$ cat config.mk
export PLATFORM = sky130hd
export DESIGN_NAME = rcon_seq_flat
export DESIGN_NICKNAME = d
export VERILOG_FILES = /design/src/rtl/aes_pkg.sv /design/src/rtl/rcon_seq_if.sv /design/src/rtl/gf_xstep.sv /design/src/rtl/rcon_seq.sv /design/src/flat_wrapper.sv
export SDC_FILE = /design/constraint.sdc
export NUM_CORES = 1
export LEC_CHECK = 0
export ABC_AREA = 1
export CAP_MARGIN = 20
export CORE_AREA = 2 2 52 54
export CTS_CLUSTER_SIZE = 10
export DETAILED_ROUTE_END_ITERATION = 10
export DIE_AREA = 0 0 54 56
export GPL_ROUTABILITY_DRIVEN = 0
export HOLD_SLACK_MARGIN = 0.15
export PLACE_DENSITY = 0.74
export SYNTH_ARGS = -nofsm -noshare
export SYNTH_HDL_FRONTEND = slang
export SYNTH_SLANG_ARGS = --single-unit
export TNS_END_PERCENT = 50
$ cat constraint.sdc
create_clock -name clk -period 3.3 [get_ports clk]
set_input_delay 0.66 -clock clk [delete_from_list [all_inputs] [get_ports clk]]
set_output_delay 0.66 -clock clk [all_outputs]
set_load 0.05 [all_outputs]
$ cat src/rtl/aes_pkg.sv
// rtl/aes_pkg.sv - shared AES key-schedule constants, GF(2^8) step helpers and FSM state type
package aes_pkg;

  localparam logic [7:0] RCON_POLY     = 8'h1b;
  localparam logic [7:0] RCON_INV_POLY = 8'h8d;

  typedef enum logic {
    IDLE = 1'b0,
    RUN  = 1'b1
  } rcon_state_t;

  // Multiply by x modulo the AES polynomial.
  function automatic logic [7:0] xtime(input logic [7:0] b);
    return {b[6:0], 1'b0} ^ (b[7] ? RCON_POLY : 8'h00);
  endfunction

  // Divide by x modulo the AES polynomial (inverse of xtime).
  function automatic logic [7:0] xinv(input logic [7:0] b);
    return {1'b0, b[7:1]} ^ (b[0] ? RCON_INV_POLY : 8'h00);
  endfunction

  // rcon for round n (1-based); only evaluated on constants, so the loop folds away.
  function automatic logic [7:0] rcon_byte(input int n);
    logic [7:0] b;
    b = 8'h01;
    for (int i = 2; i <= 10; i++) begin
      if (i <= n) b = xtime(b);
    end
    return b;
  endfunction

endpackage

$ cat src/rtl/rcon_seq_if.sv
// rtl/rcon_seq_if.sv - rcon word stream from generator (master) to key-expansion datapath (slave)
interface rcon_seq_if;

  logic        dout_valid;
  logic        dout_ready;
  logic [31:0] dout;
  logic [3:0]  round;
  logic        last;

  modport master (
    output dout_valid,
    output dout,
    output round,
    output last,
    input  dout_ready
  );

  modport slave (
    input  dout_valid,
    input  dout,
    input  round,
    input  last,
    output dout_ready
  );

endinterface

$ cat src/rtl/gf_xstep.sv
// rtl/gf_xstep.sv - combinational one-step rcon walker (forward xtime only with RCON_SEQ_FWD_EN)
module gf_xstep
  import aes_pkg::*;
(
  input  logic [7:0] b_in,
  input  logic       dir,
  output logic [7:0] b_out
);

`ifdef RCON_SEQ_FWD_EN
  // dir=1 walks forward (encrypt order), dir=0 walks backward.
  assign b_out = dir ? xtime(b_in) : xinv(b_in);
`else
  // Backward-only build: the direction select is accepted but has no effect.
  logic unused_dir;
  assign unused_dir = dir;
  assign b_out      = xinv(b_in);
`endif

endmodule

$ cat src/rtl/rcon_seq.sv
// rtl/rcon_seq.sv - sequential AES round-constant generator, backward by default; forward with RCON_SEQ_FWD_EN
module rcon_seq
  import aes_pkg::*;
#(
  parameter int NROUNDS = 10
) (
  input  logic        clk,
  input  logic        rst_n,
  input  logic        start,
  input  logic        dir,
  output logic        busy,
  rcon_seq_if.master  m
);

  localparam logic [3:0] NR        = 4'(NROUNDS);
  localparam logic [7:0] RCON_LAST = rcon_byte(NROUNDS);

  rcon_state_t state;
  logic [7:0]  rcon_q;
  logic [7:0]  rcon_next;
  logic [3:0]  round_q;
  logic        valid_q;
  logic        busy_q;
  logic        dir_q;
  logic        dir_eff;
  logic        last_w;

`ifdef RCON_SEQ_FWD_EN
  assign dir_eff = dir;
`else
  // Every sequence is backward; the dir pin is tied off here.
  logic unused_dir;
  assign unused_dir = dir;
  assign dir_eff    = 1'b0;
`endif

  gf_xstep u_step (
    .b_in  (rcon_q),
    .dir   (dir_q),
    .b_out (rcon_next)
  );

  // The final word is the one whose round index reaches the end of the walk.
  assign last_w = dir_q ? (round_q == NR) : (round_q == 4'd1);

  // Sequencer: load the first constant on start, step on each accepted word, drop valid after the last.
  always_ff @(posedge clk or negedge rst_n) begin
    if (!rst_n) begin
      state   <= IDLE;
      rcon_q  <= 8'h00;
      round_q <= 4'd0;
      valid_q <= 1'b0;
      busy_q  <= 1'b0;
      dir_q   <= 1'b0;
    end else begin
      case (state)
        IDLE: begin
          if (start) begin
            dir_q   <= dir_eff;
            valid_q <= 1'b1;
            busy_q  <= 1'b1;
            state   <= RUN;
            if (dir_eff) begin
              rcon_q  <= 8'h01;
              round_q <= 4'd1;
            end else begin
              rcon_q  <= RCON_LAST;
              round_q <= NR;
            end
          end
        end
        RUN: begin
          if (valid_q && m.dout_ready) begin
            if (last_w) begin
              valid_q <= 1'b0;
              busy_q  <= 1'b0;
              state   <= IDLE;
            end else begin
              rcon_q  <= rcon_next;
              round_q <= dir_q ? round_q + 4'd1 : round_q - 4'd1;
            end
          end
        end
        default: state <= IDLE;
      endcase
    end
  end

  assign busy         = busy_q;
  assign m.dout_valid = valid_q;
  assign m.dout       = {rcon_q, 24'h000000};
  assign m.round      = round_q;
  assign m.last       = last_w;

endmodule

$ cat src/flat_wrapper.sv
// flat-port wrapper written by rule: the top's interface ports become plain ports
module rcon_seq_flat import aes_pkg::*;
#(
  parameter int NROUNDS = 10
)
  (clk, rst_n, start, dir, busy, m_dout_valid, m_dout, m_round, m_last, m_dout_ready);
  rcon_seq_if m_i ();
  input  logic clk;
  input  logic rst_n;
  input  logic start;
  input  logic dir;
  output logic busy;
  output wire logic [$bits(m_i.dout_valid)-1:0] m_dout_valid;
  output wire logic [$bits(m_i.dout)-1:0] m_dout;
  output wire logic [$bits(m_i.round)-1:0] m_round;
  output wire logic [$bits(m_i.last)-1:0] m_last;
  input wire logic [$bits(m_i.dout_ready)-1:0] m_dout_ready;
  assign m_dout_valid = m_i.dout_valid;
  assign m_dout = m_i.dout;
  assign m_round = m_i.round;
  assign m_last = m_i.last;
  assign m_i.dout_ready = m_dout_ready;
  rcon_seq #(.NROUNDS(NROUNDS)) u_core (.clk(clk), .rst_n(rst_n), .start(start), .dir(dir), .busy(busy), .m(m_i));
endmodule
Word-level counts from Yosys, hierarchy flattened
Index checks and enable logic that the tools add are counted.

Latch bits: 0. Memories: 0. Memory bits (writable): 0. Output and inout bits: 39. Memory bits (read-only): 0. Input port bits: 5. Register bits: 14.

Divide/modulo/power cells: 0. Shift operators: 0. Add/subtract/negate cells: 1. Reductions and logical operators: 3. Mux-type cells: 17. Bitwise gates (word level): 2. Magnitude comparators: 0. $mul: 0. Equality and inequality tests: 5.

Operators with widths (count): $mux 8 (4); $pmux 8 s2 (1); $mux 4 (3); $ne 2x2->1 const B (4); $pmux 4 s2 (1); $xor 7x8->8 (1); $mux 1 (6); $reduce_and 3->1 (2); $eq 4x1->1 const B (1); $pmux 1 s2 (2); $sub 4x1->4 const B (1); $logic_and 1x1->1 (1); $not 1->1 (1).

Longest topological paths before layout
Word-level depth: 5. Gate-level depth with buffers: 7. Depth with buffers taken out: 7.

By module
From an unflattened synthesis, not the netlist that was laid out.

Cells, all modules: 124. Area, all modules: 962.2 sq um.

By module, submodules not included: rcon_seq (instances 1, cells an instance 106, area an instance 875.8 sq um); gf_xstep (instances 1, cells an instance 18, area an instance 86.3 sq um).

Worst setup path after synthesis
No wires, ideal clock.

Kind: register -> output. Start point: reg u_core.round_q[1], in the netlist u_core.m.round[1]. End point: out m_last. Setup slack: 1031 ps. Cell stages (with the launch flop): 5. Required time: 2640 ps. Data arrival time: 1609 ps. Cell sequence: dfrtp_1 inv_1 ha_1 nand2_1 nor2_1.

Cells in the longest elaborated chain, start to end: 1.

RTL lines: start, declared (RTL line rcon_seq.sv:21) `logic [3:0] round_q;`; start signal, assigned (RTL line rcon_seq.sv:80) `round_q <= dir_q ? round_q + 4'd1 : round_q - 4'd1;`; $eq 4x1->1 (RTL line rcon_seq.sv:44) `assign last_w = dir_q ? (round_q == NR) : (round_q == 4'd1);`; end, declared (RTL line flat_wrapper.sv:16) `output wire logic [$bits(m_i.last)-1:0] m_last;`.

No other way between the ends.

Final worst setup path
Ends and elaborated chain as after synthesis.

==> impl_metrics.py <==
metrics = {
    "yosys": {
        "synth.distinct_cells": 18,
        "synth.area.top_cells": "dfrtp_1 (38%), buf_4 (21%), nand2_1 (7.8%)",
        "synth_common_cells": "buf_4 (25), nand2_1 (19), dfrtp_1 (14)",
        "synth.most_common_cell": "buf_4",
        "yosysTopAreaCellShare": 0.384,
        "ys_ff_latch": 14,
        "synth-async-reset-ratio": 1.00,
        "yosysWarnings": 0,
        "synthFlopType": "dfrtp_1",
        "synthCells": 106,
        "ys_seq_area_frac": 0.384,
        "netlist_area_um2": 913,
        "syn_area_per_cell_um2": 8.62,
        "synth_top_cell_by_area": "dfrtp_1",
        "synth-edff-count": 0,
    },
    "setup_path": {
        "startpoint_type": "flop",
        "rr_endpoint": "u_core.rcon_q[2]",
        "r2r_cells": 7,
        "critPathKind": "flop to output port",
        "crit_start": "u_core.m.round[1]",
        "crit_arrival_ns": 1.91,
        "cp.required_ns": 2.64,
        "r2r_slack_ns": 1.89,
        "crit_end": "m_last",
        "r2r_start": "u_core.m.round[1]",
        "cp-end-kind": "output port",
        "cp_max_fo": 3,
    },
    "timing": {
        "skew_ns": 0.00814,
        "final-setup-viol-count": 0,
        "period_share": 0.780,
        "grt_setup_unrepaired": "no",
        "fin_crit_ns": 2.57,
        "relSlewSlack": 0.580,
        "holdWs_ns": 0.525,
        "slew_violations": 0,
        "tns_ns": 0,
        "tightest_slew_ns": 0.628,
        "finalHoldViolations": 0,
        "max_freq_mhz": 389,
    },
    "detailed_routing": {
        "drt_wl_total_um": 1550,
        "viasPerCell": 4.23,
        "wl_per_cell_um": 9.94,
        "ant_nets": 0,
        "drtIter0Drc": 5,
        "via_count": 660,
        "firstDrtPassIters": 4,
        "drc": 0,
    },
    "clock_network": {
        "numCtsBuffers": 3,
        "clock-root-buffer": "clkbuf_4",
        "cts_resized": 0,
        "insertion_delay_ns": 0.28,
        "cts.sinks": 14,
        "postCtsSetupBuffers": 0,
        "htreeDepth": 1,
        "ctsHoldBuffers": 0,
        "clockBufferDepth": 2,
        "cts_tree": "done",
        "clk_pin_slew_worst_paths_ns": 0.09,
    },
    "floorplanning": {
        "ios": 44,
        "die_x_um": 54,
        "start_util": 0.376,
        "rows": 18,
        "die_h_um": 56,
        "core_area_um2": 2430,
        "die_area_um2": 3020,
    },
    "layout": {
        "layout.nets": 134,
        "area_delta_synth_final_pct": 16.7,
        "antenna_cells": 0,
        "fillers": 256,
        "fin_util": 0.438,
        "drive_gt1_frac": 0.159,
    },
    "placed_design": {
        "dp_hpwl_um": 1160,
        "port_buffers": 18,
    },
    "grt": {
        "met2_usage": 0.166,
        "grt-ovfl-total": 0,
        "grt_pass1_wl_um": 2560,
        "grt_pass1_vias": 611,
        "antenna_found_initial": 0,
        "grt_max_degree": 15,
        "grt_most_used_layer": "met2",
        "met3_usage": 0.0323,
        "grt_util_all_layers": 0.110,
        "met1_usage": 0.150,
    },
    "run_status": {
        "outcome": "finished, final reports clean",
    },
    "flow_run": {
        "cap_violations": 0,
    },
    "hold_path": {
        "min_path_type": "flop to flop",
    },
}
-- layout make-up --
cell class	count	area, µm²	share of cell area
Clock buffer	4	36.3	0.0340
Inverter	10	40.0	0.0376
Sequential cell	14	350	0.329
Multi-Input combinational cell	80	422	0.396
Timing Repair Buffer	18	180	0.169
Tap cell	30	37.5	0.0352
-- kinds of logic (layout without fill, tap and decap cells) --
group,count (synthesis),count (layout),share of synthesized area
simple gates,43,43,0.238
other cells,1,24,0.00411
compound gates,8,8,0.0685
flops,14,14,0.384
xor+xnor,3,3,0.0288
fa+ha+maj,2,2,0.0274
buf+inv,35,32,0.249
-- critical path, stage by stage (launching register included) --
cell             delay [ns]
dfrtp_1                0.40
inv_1                  0.12
ha_1                   0.18
nand2_1                0.06
nor2_1                 0.07
clkdlybuf4s50_1        0.80
-- worst min-delay path by stage --
stage                          start                   to  slack [ns]  depth (start not counted)
floorplan                      rst_n  u_core.m.dout_valid        0.36                          0
global placement    u_core.rcon_q[6]     u_core.rcon_q[5]        0.49                          2
detailed placement  u_core.rcon_q[6]     u_core.rcon_q[5]        0.50                          2
CTS                 u_core.rcon_q[6]     u_core.rcon_q[5]        0.53                          2
global route        u_core.rcon_q[6]     u_core.rcon_q[5]        0.55                          2
finish              u_core.rcon_q[6]     u_core.rcon_q[5]        0.53                          2
-- sequential cells by signal (all words and copies together), names as in the netlist --
name,flops
u_core.m.dout_valid,1
u_core.state,1
u_core.rcon_q,8
u_core.m.round,4
-- stage by stage --
step / worst slack (ns) / instances / instance area (µm²)
final: 0.727 / 156 / 1070
after global routing: 0.633 / 156 / 1070
after CTS: 0.699 / 156 / 1070
after detailed placement: 1.03 / 152 / 1030
after global placement: 1.04 / 152 / 1030
after floorplan: 1.03 / 129 / 1000
-- layer usage --
metal,routed length [µm],share of wire
met2,759,0.49
met4,0,0
met3,134,0.086
met1,656,0.42
met5,0,0
-- cells in the final DEF, fill, tap and decap left out --
cell type | netlist | final
conb_1 | 1 | 24
nand2_1 | 19 | 19
clkdlybuf4s50_1 | 0 | 18
dfrtp_1 | 14 | 14
nand3_1 | 10 | 10
inv_1 | 8 | 8
nor2_1 | 6 | 6
o21ai_2 | 6 | 6
nand2_2 | 3 | 3
xor2_1 | 3 | 3
clkbuf_4 | 0 | 3
o21ai_0 | 2 | 2
nor2_2 | 2 | 2
ha_1 | 2 | 2
inv_2 | 1 | 1
nor2_4 | 1 | 1
nand2_4 | 1 | 1
nand2_8 | 1 | 1
inv_4 | 1 | 1
clkbuf_8 | 0 | 1
Power is not shown: default switching activity piles up to over one toggle a cycle in this logic, so the estimate is an artifact.
